[config.mk]
export PLATFORM = sky130hd
export DESIGN_NAME = complex_nr_mult_initiator
export DESIGN_NICKNAME = d
export VERILOG_FILES = /design/src/rtl/complex_mult_pkg.sv /design/src/rtl/complex_nr_mult_initiator_sync_fifo.sv /design/src/rtl/complex_nr_mult_initiator.sv
export SDC_FILE = /design/constraint.sdc
export NUM_CORES = 1
export LEC_CHECK = 0
export CORE_MARGIN = 1
export CORE_UTILIZATION = 59
export CTS_CLUSTER_SIZE = 28
export DETAILED_ROUTE_END_ITERATION = 10
export GPL_TIMING_DRIVEN = 0
export PLACE_DENSITY = 0.85
export SETUP_SLACK_MARGIN = 0.4
export SYNTH_ARGS = -nofsm -noshare
export SYNTH_HDL_FRONTEND = slang
export SYNTH_SLANG_ARGS = --single-unit
[constraint.sdc]
create_clock -name clk -period 6 [get_ports clk]
set_input_delay 1.2 -clock clk [delete_from_list [all_inputs] [get_ports clk]]
set_output_delay 1.2 -clock clk [all_outputs]
set_load 0.01 [all_outputs]
[src/rtl/complex_mult_pkg.sv]
// Shared definitions for the complex-multiplier initiator: packet field layout
// and the initiator state encoding.
package complex_mult_pkg;

  // Operand packet {a_re, a_im, b_re, b_im}: field index counted from the LSB,
  // each field DATA_WIDTH wide.
  localparam int OP_A_RE_IDX = 3;
  localparam int OP_A_IM_IDX = 2;
  localparam int OP_B_RE_IDX = 1;
  localparam int OP_B_IM_IDX = 0;

  // Result packet {re, im}: field index counted from the LSB, each 2*DATA_WIDTH wide.
  localparam int RES_RE_IDX = 1;
  localparam int RES_IM_IDX = 0;

  typedef enum logic [1:0] {
    ST_IDLE  = 2'd0,
    ST_RUN   = 2'd1,
    ST_FLUSH = 2'd2
  } state_e;

  function automatic int field_lsb(input int idx, input int field_w);
    return idx * field_w;
  endfunction

endpackage

[src/rtl/complex_nr_mult_initiator_sync_fifo.sv]
// Synchronous FIFO with registered head, occupancy count and synchronous clear.
module sync_fifo #(
  parameter int WIDTH = 32,
  parameter int DEPTH = 4
) (
  input  logic                       clk_i,
  input  logic                       rst_i,
  input  logic                       clr_i,
  input  logic                       push_i,
  input  logic                       pop_i,
  input  logic [WIDTH-1:0]           wdata_i,
  output logic [WIDTH-1:0]           rdata_o,
  output logic                       full_o,
  output logic                       empty_o,
  output logic [$clog2(DEPTH):0]     count_o
);

  localparam int AW = $clog2(DEPTH);

  logic [WIDTH-1:0] mem_q [DEPTH];
  logic [AW-1:0]    wr_ptr_q, wr_ptr_d;
  logic [AW-1:0]    rd_ptr_q, rd_ptr_d;
  logic [AW:0]      count_q, count_d;
  logic             do_push, do_pop;

  assign empty_o = (count_q == '0);
  assign full_o  = (count_q == (AW+1)'(DEPTH));
  assign count_o = count_q;
  assign rdata_o = mem_q[rd_ptr_q];

  // A full FIFO still accepts a push when the head leaves in the same cycle.
  assign do_pop  = pop_i && !empty_o;
  assign do_push = push_i && (!full_o || do_pop);

  always_comb begin
    wr_ptr_d = wr_ptr_q;
    rd_ptr_d = rd_ptr_q;
    count_d  = count_q;
    if (do_push) wr_ptr_d = wr_ptr_q + AW'(1);
    if (do_pop)  rd_ptr_d = rd_ptr_q + AW'(1);
    if (do_push && !do_pop) begin
      count_d = count_q + (AW+1)'(1);
    end else if (!do_push && do_pop) begin
      count_d = count_q - (AW+1)'(1);
    end
  end

  always_ff @(posedge clk_i) begin
    if (rst_i || clr_i) begin
      wr_ptr_q <= '0;
      rd_ptr_q <= '0;
      count_q  <= '0;
    end else begin
      wr_ptr_q <= wr_ptr_d;
      rd_ptr_q <= rd_ptr_d;
      count_q  <= count_d;
    end
  end

  always_ff @(posedge clk_i) begin
    if (do_push) mem_q[wr_ptr_q] <= wdata_i;
  end

endmodule

[src/rtl/complex_nr_mult_initiator.sv]
// Requester side of the complex multiplier handshake: buffers host operands,
// bounds in-flight work, returns results in order and sequences soft flushes.
module complex_nr_mult_initiator
  import complex_mult_pkg::*;
#(
  parameter int DATA_WIDTH      = 8,
  parameter int FIFO_DEPTH      = 4,
  parameter int MAX_OUTSTANDING = 2
) (
  input  logic                                 clk,
  input  logic                                 rst,
  input  logic                                 flush,
  input  logic                                 cmd_val,
  output logic                                 cmd_ready,
  input  logic [4*DATA_WIDTH-1:0]              cmd_data,
  output logic                                 op_val,
  input  logic                                 op_ready,
  output logic [4*DATA_WIDTH-1:0]              op_data,
  input  logic                                 res_val,
  output logic                                 res_ready,
  input  logic [4*DATA_WIDTH-1:0]              res_data,
  output logic                                 sw_rst,
  output logic                                 rd_val,
  input  logic                                 rd_ready,
  output logic [4*DATA_WIDTH-1:0]              rd_data,
  output logic [$clog2(MAX_OUTSTANDING+1)-1:0] outstanding,
  output logic                                 err_unexp
);

  localparam int PW = 4 * DATA_WIDTH;
  localparam int OW = $clog2(MAX_OUTSTANDING + 1);
  localparam int CW = $clog2(FIFO_DEPTH) + 1;

  state_e        state_q, state_d;
  logic          flush2_q, flush2_d;
  logic [OW-1:0] outstanding_q, outstanding_d;
  logic          err_q, err_d;

  logic [PW-1:0] op_head, res_head;
  logic          op_full, op_empty, res_full, res_empty;
  logic [CW-1:0] op_count, res_count;

  logic in_flush, flush_start, issue_ok;
  logic cmd_fire, op_fire, res_fire, res_take, rd_fire;

  assign in_flush    = (state_q == ST_FLUSH);
  assign flush_start = flush && !in_flush;

  // An operand may only leave if its eventual result already has a reserved
  // slot in the result FIFO, so res_ready never has to drop outside a flush.
  assign issue_ok = !op_empty && !res_full && !in_flush
                    && (int'(outstanding_q) < MAX_OUTSTANDING)
                    && ((int'(outstanding_q) + int'(res_count)) < FIFO_DEPTH);

  assign op_val      = issue_ok;
  assign op_data     = op_head;
  assign cmd_ready   = !op_full && !in_flush;
  assign res_ready   = !in_flush;
  assign rd_val      = !res_empty && !in_flush;
  assign rd_data     = res_head;
  assign sw_rst      = in_flush && !flush2_q;
  assign outstanding = outstanding_q;
  assign err_unexp   = err_q;

  assign cmd_fire = cmd_val && cmd_ready;
  assign op_fire  = op_val && op_ready;
  assign res_fire = res_val && res_ready;
  assign res_take = res_fire && (outstanding_q != '0);
  assign rd_fire  = rd_val && rd_ready;

  always_comb begin
    state_d  = state_q;
    flush2_d = 1'b0;
    case (state_q)
      ST_IDLE: begin
        if (op_count != '0) state_d = ST_RUN;
      end
      ST_RUN: begin
        if ((op_count == '0) && (outstanding_q == '0)) state_d = ST_IDLE;
      end
      ST_FLUSH: begin
        flush2_d = 1'b1;
        if (flush2_q) begin
          state_d  = ST_IDLE;
          flush2_d = 1'b0;
        end
      end
      default: state_d = ST_IDLE;
    endcase
    if (flush_start) begin
      state_d  = ST_FLUSH;
      flush2_d = 1'b0;
    end
  end

  always_comb begin
    outstanding_d = outstanding_q;
    if (op_fire && !res_take) begin
      outstanding_d = outstanding_q + OW'(1);
    end else if (!op_fire && res_take) begin
      outstanding_d = outstanding_q - OW'(1);
    end
    if (flush_start) outstanding_d = '0;
    err_d = err_q || (res_fire && (outstanding_q == '0));
  end

  always_ff @(posedge clk) begin
    if (rst) begin
      state_q       <= ST_IDLE;
      flush2_q      <= 1'b0;
      outstanding_q <= '0;
      err_q         <= 1'b0;
    end else begin
      state_q       <= state_d;
      flush2_q      <= flush2_d;
      outstanding_q <= outstanding_d;
      err_q         <= err_d;
    end
  end

  sync_fifo #(
    .WIDTH (PW),
    .DEPTH (FIFO_DEPTH)
  ) u_op_fifo (
    .clk_i   (clk),
    .rst_i   (rst),
    .clr_i   (flush_start),
    .push_i  (cmd_fire),
    .pop_i   (op_fire),
    .wdata_i (cmd_data),
    .rdata_o (op_head),
    .full_o  (op_full),
    .empty_o (op_empty),
    .count_o (op_count)
  );

  sync_fifo #(
    .WIDTH (PW),
    .DEPTH (FIFO_DEPTH)
  ) u_res_fifo (
    .clk_i   (clk),
    .rst_i   (rst),
    .clr_i   (flush_start),
    .push_i  (res_take),
    .pop_i   (rd_fire),
    .wdata_i (res_data),
    .rdata_o (res_head),
    .full_o  (res_full),
    .empty_o (res_empty),
    .count_o (res_count)
  );

endmodule
==> summary.txt, run 1 <==
CTS
  – CTS Buf Count: 28
  – CTS Root Cell: clkbuf_16
  – Post-CTS Hold Buffers: 0
  – CTS tree: built
  – Post-cts gate resize count: 0
  – Clock Sinks: 280
  – H-Tree Depth: 1
  – Post-CTS setup buffer count: 0
  – Worst-Skew Late Latency: between 500 and 600 ps
  – Worst-path clk slew: about 60 ps
  – CTS max path bufs: 3

Setup path
  – Slowest stage delay, CP: about 560 ps
  – R2r setup slk: approximately 3500 ps
  – R2R cell count: 9
  – CP required: about 4800 ps
  – Critical Path End: op_data[20]
  – Slowest CP cell: buf_1
  – Worst Path Buf+Inv: 2
  – Top cell family by delay on the critical path: buffers and inverters
  – RR Endpoint: u_res_fifo.count_o[2]$_SDFFE_PP0P_
  – Max FO, Critical Path: 10
  – CP Depth: 3
  – Worst r2r src: state_q[0]$_SDFFE_PP0P_
  – Worst-path cell chain: buf_1 -> mux4_2 -> clkdlybuf4s50_1
  – CP Class: reg -> out
  – Startpoint types: flip-flop
  – Critical path arrival: ~2500 ps
  – Critical Path Sink Type: primary output

Floorplan
  – Die height: 135.0 microns
  – Num ports: ~140
  – CORE AREA: between 15000 and 20000 sq um
  – Initial Utilization: 0.6036
  – Area of the die: 18230 sq um
  – Cell Rows: 48
  – Die W: 135.0 microns

Power and ir drop
  – Max VDD drop: 0.0002426 V
  – Leak: roughly 4.2 nW
  – Power Density: 360.7 nW/um^2
  – Pwr Total: roughly 0.0047 W

Drt
  – DRC viols: 0
  – Per-cell routed wire length: between 20 and 25 microns
  – Detailed Routing Iterations Pass 1: 4
  – Detailed Route Iter0 Violations: approximately 260
  – WL final: a little under 20000 microns
  – Post-DRT Antenna Nets: 0
  – Vias: roughly 5100
  – Vias per inst: between 5 and 6

Global route
  – Vias in the first global route: 5396
  – Largest net degree at the start of global routing: 33
  – First-pass GRT wire length: slightly below 30000 microns
  – Tot GR Track Use: 0.2176
  – Initial antenna violation count: 0
  – Grt total ovfl: 0

Timing
  – Slew at the pin closest to its max-slew limit: between 800 and 900 ps
  – F_max: around 270 MHz
  – Final hold violations: 0
  – Final Critical Period: around 3700 ps
  – Relative slew slack: 0.4048
  – RSZ-0062 raised after global routing: no
  – Final setup violation count: 0
  – Fin Setup TNS: 0 ps
  – Count of final max-slew check failures: 0
  – Period utilization: 0.6124
  – Skew final: between 10 and 15 ps

Yosys
  – Avg Inst Size Synth: roughly 23 sq um
  – Synth Instances: roughly 460
  – Netlist cell types: 38
  – Area leader, netlist: edfxtp_1
  – Register bit total from synthesis: 280
  – Mapped Area: 10440 sq um
  – Sequential share of the synthesized area: 0.7824
  – Top cells by area, synth: edfxtp_1 74%, mux4_2 14%, dfxtp_1 4.6%
  – Yosys top cell area share: 0.7363
  – YS warnings: 0
  – Syn_nets: around 550

Final layout
  – Layout cell share with drive strength beyond 1: 0.2043
  – # nets final: roughly 700
  – Diodes inserted: 0
  – Area grow syn2layout: 25.97%
  – Final Core Density: 0.7603

Place
  – Hpwl dp: between 10000 and 15000 microns
  – # port buffers: 142
  – Routability cong.: around 0.76

Hold path
  – Worst min path class: reg -> reg

Run
  – Max-cap violations: 0

Outcome
  – Status: complete, no violations
-- sequential cells by signal, summed over array words and instances, names as in the netlist, named ones only --
register	flops
err_unexp	1
flush2_q	1
outstanding	2
state_q	2
u_op_fifo.count_o	3
u_op_fifo.mem_q	128
u_op_fifo.rd_ptr_q	2
u_op_fifo.wr_ptr_q	2
u_res_fifo.count_o	3
u_res_fifo.mem_q	128
u_res_fifo.rd_ptr_q	2
u_res_fifo.wr_ptr_q	2
-- synth_stat cells --
cell type,n
a211oi_1,1
a211oi_4,1
a21o_1,1
a21oi_1,6
a31oi_1,1
and2_1,4
and2_2,4
and3_1,1
buf_1,3
buf_2,9
buf_6,1
clkbuf_1,3
clkinv_1,1
dfxtp_1,24
edfxtp_1,256
fa_1,2
ha_1,12
inv_1,7
inv_2,1
mux2i_1,3
mux4_2,64
nand2_1,4
nand2b_1,1
nand3_1,3
nand3b_1,2
nand4b_1,1
nor2_1,16
nor2b_4,1
nor3_1,4
nor4_4,1
nor4b_1,1
nor4b_4,1
o21ai_0,4
o21ai_1,2
o31ai_1,2
or3_1,4
xnor2_1,3
xor2_1,7
-- final cells by class --
class                      instances  area, sq um
multi-input combinational        157         2165
timing repair buffer             142         1421
fill                             959         4145
sequential                       280         8168
buffer                            16        78.83
clock inverter                    15        175.2
tap                              225        281.5
inverter                           9        33.78
clock buffer                      37        828.3
-- report_power, final --
group	switching [W]	total (W)	internal [W]
logic	0.000300	0.000652	0.000351
clock network	0.000709	0.00181	0.00111
registers	0.0000427	0.00228	0.00224
-- metal layers --
layer  wire length [microns]  GRT usage  up-vias
li1                        -          -     2253
met1                    7544     0.2843     2607
met2                   10450     0.3840      173
met3                    1003    0.03529       28
met4                     302    0.05556        0
met5                       0          0        -
-- placed cells by master, fill, tap and decap left out, types with 7 or more instances in the layout --
cell type,synthesis,final
edfxtp_1,256,256
clkdlybuf4s50_1,0,142
mux4_2,64,64
clkbuf_16,0,31
dfxtp_1,24,24
nor2_1,16,16
ha_1,12,12
buf_2,9,9
and2_2,4,8
inv_1,7,7
xor2_1,7,7
-- worst min-delay path by stage --
stage	startpoint	to	slack, ps	cells past startpoint
after floorplan	state_q[1]$_SDFFE_PP0P_	state_q[0]$_SDFFE_PP0P_	390	1
after global placement	flush2_q$_SDFF_PP0_	flush2_q$_SDFF_PP0_	410	1
after detailed placement	state_q[1]$_SDFFE_PP0P_	state_q[0]$_SDFFE_PP0P_	410	1
after CTS	state_q[1]$_SDFFE_PP0P_	state_q[0]$_SDFFE_PP0P_	430	1
after global routing	state_q[1]$_SDFFE_PP0P_	state_q[0]$_SDFFE_PP0P_	440	1
final	state_q[1]$_SDFFE_PP0P_	state_q[0]$_SDFFE_PP0P_	430	1
-- metrics by stage --
stage | setup WS, ps | std cells | hold WS (ps) | area (sq um)
global route | 2220 | 881 | 439.3 | 13150
floorplan | 3114 | 462 | 394.3 | 10440
finish | 2326 | 881 | 427.9 | 13150
detailed placement | 2367 | 829 | 413.5 | 12150
global placement | 2209 | 829 | 409.9 | 12140
CTS | 2286 | 881 | 432.9 | 13150
-- cell families after synthesis --
| family | count (synthesis) | synth area share |
|---|---|---|
| compound gates | 18 | 0.01115 |
| xor+xnor | 10 | 0.008390 |
| fa+ha+maj | 14 | 0.01822 |
| simple gates | 48 | 0.02816 |
| buf+inv | 25 | 0.01079 |
| mux | 67 | 0.1409 |
| flops | 280 | 0.7824 |
-- worst register-to-register path: cells and delay by family (launching register included) --
kind	cells	cell delay (ps)
xor gates and xnor gates	1	160
AOI/OAI and AO/OA	1	160
buffers and inverters	2	200
and+or+nand+nor	3	850
adders and majority gates	2	670
DFF	1	380
(Power assumes the default switching activity.)
==> run 2, diff against run 1 <==
- CORE_UTILIZATION: 59 -> 49
- PLACE_DENSITY: 0.85 -> 0.75
- clock period: 6 -> 3.2 ns (I/O delays scaled with it)
==> run 2 against run 1 <==
Worst setup slack got worse by 1800 ps. Core utilization down 13 points. Wire length fell by 4.1%. Clock skew fell by 0.71 ps. Critical path type unchanged. Flip-flop and latch count did not move.
==> summary.txt, run 2 (same netlist as run 1, synthesis figures left out) <==
Hold path
  – Hold wc startpoint: flush2_q$_SDFF_PP0_
  – Worst min path class: reg -> reg

Timing
  – Skew final: 10.74 ps
  – Worst-case hold slack: roughly 440 ps
  – Period utilization: 0.8394
  – Final hold violations: 0
  – RSZ-0062 raised after global routing: no
  – Final setup violation count: 0
  – Count of final max-slew check failures: 0
  – F_max: 372.3 MHz
  – Final Critical Period: 2686 ps
  – Relative slew slack: 0.3853
  – Slew at the pin closest to its max-slew limit: 922.1 ps

Power and ir drop
  – Internal power: around 0.0066 W
  – Leak: 4.399 nW
  – Sequential power share: 0.503
  – Comb pwr share: 0.139
  – Clock power frac: 0.358
  – Power Density: approximately 640 nW/um^2
  – Max VDD drop: between 0.0004 and 0.0005 V
  – Net Sw Frac: 0.2218
  – P_sw: 0.001879 W

Setup path
  – R2r setup slk: 630 ps
  – CP Class: reg -> out
  – Startpoint types: flip-flop
  – Worst r2r src: outstanding[1]$_SDFFE_PP0P_
  – Crit path from: outstanding[1]$_SDFFE_PP0P_
  – Critical Path Sink Type: primary output
  – Critical path arrival: between 2000 and 2500 ps
  – Max FO, Critical Path: 7
  – CP required: ~2600 ps

Final layout
  – Most common cell after layout, fill and taps aside: edfxtp_1
  – Top flop regs: u_op_fifo.mem_q (128), u_res_fifo.mem_q (128)
  – Commonest non-fill, non-tap cells in the layout: 256 x edfxtp_1, 81 x clkdlybuf4s50_1, 64 x mux4_2
  – Fillers: between 1000 and 1500
  – Layout cell share with drive strength beyond 1: 0.2064
  – Cell Count, Final, Fillers Out: 929
  – Diodes inserted: 0
  – # nets final: between 700 and 800
  – Area grow syn2layout: 25.91%

Global route
  – First-pass GRT wire length: around 29000 microns
  – Largest net degree at the start of global routing: 33
  – Initial antenna violation count: 0
  – Vias in the first global route: around 5200
  – Tot GR Track Use: 0.1745
  – Grt total ovfl: 0

Floorplan
  – Die W: about 150 microns
  – Cell Rows: 53
  – Die height: 148.0 microns
  – Initial Utilization: 0.4982
  – Num ports: 143
  – Area of the die: 21890 sq um
  – CORE AREA: 20960 sq um

CTS
  – Worst-path clk slew: 60 ps
  – Worst-Skew Late Latency: ~520 ps
  – CTS tree: built
  – H-Tree Depth: 1
  – Clock Sinks: 280
  – CTS max path bufs: 3
  – Post-CTS Hold Buffers: 0
  – CTS Root Cell: clkbuf_16
  – CTS Buf Count: 27

Run
  – Max-cap violations: 0

Drt
  – DRC viols: 0
  – Detailed Route Iter0 Violations: between 200 and 250
  – Top layer used by detailed routing: met4
  – Met3 wire len: between 800 and 900 microns
  – Per-cell routed wire length: approximately 20 microns
  – Vias per inst: approximately 5.3
  – WL met1: 7680 microns
  – Vias: roughly 4900
  – Post-DRT Antenna Nets: 0
  – Detailed Routing Iterations Pass 1: 4
  – Routed wl met2: between 9000 and 10000 microns
  – WL final: approximately 19000 microns

Place
  – Routability cong.: around 0.76
  – # port buffers: approximately 140
  – Placed Cells incl. Taps: ~880
  – Hpwl dp: between 10000 and 15000 microns

Outcome
  – Status: complete, no violations
## run 2: timing repair
action	in CTS	in global routing
gates cloned	0	0
pin swaps	0	1
setup endpoints to repair	61	10
resized for setup	88	9
buffers inserted	0	2
## run 2: final cells by class
class,instances,area [sq um],share of cell area
Timing Repair Buffer,144,1394,0.1060
Inverter,9,33.78,0.002570
Clock inverter,16,155.1,0.01180
Tap cell,275,344.1,0.02618
Buffer,16,191.4,0.01456
Sequential cell,280,8168,0.6214
Clock buffer,32,694.4,0.05283
Multi-Input combinational cell,157,2165,0.1647
## run 2: power groups by stage
stage	Clock (W)	Combinational [W]	Sequential, W
after global routing	0.00323	0.00127	0.00428
after floorplan	0	0.000651	0.00432
after global placement	0	0.00119	0.00433
final	0.00303	0.00118	0.00426
after CTS	0.00310	0.00118	0.00427
after detailed placement	0	0.00123	0.00434
## run 2: worst paths after layout
check	cells after the start	to
worst min register to register	1	flush2_q$_SDFF_PP0_
worst max register to register	11	u_op_fifo.count_o[2]$_SDFFE_PP0P_
worst max-delay path	4	op_val
worst min-delay path	1	flush2_q$_SDFF_PP0_
## run 2: layer usage
metal  global-route usage  vias up
li1                     -     2244
met1               0.2359     2525
met2               0.2883      121
met3              0.03086       36
met4              0.05928        0
met5                    0        -
## run 2: critical path: stages (launching register included)
cell           delay [ps]
dfxtp_1               360
ha_1                  210
or3_1                 350
nor4_4                300
dlygate4sd2_1         310
## run 2: stage by stage
stage	total power, W	setup WS, ps	setup TNS [ps]	area (sq um)	utilization
after detailed placement	0.005569	55.75	0	12210	0.5827
after global routing	0.008788	412.6	0	13150	0.6273
after CTS	0.008547	279.9	0	13110	0.6255
after global placement	0.005519	-32.90	-3781	12210	0.5825
final	0.008473	514.1	0	13150	0.6273
after floorplan	0.004975	868.6	0	10440	-
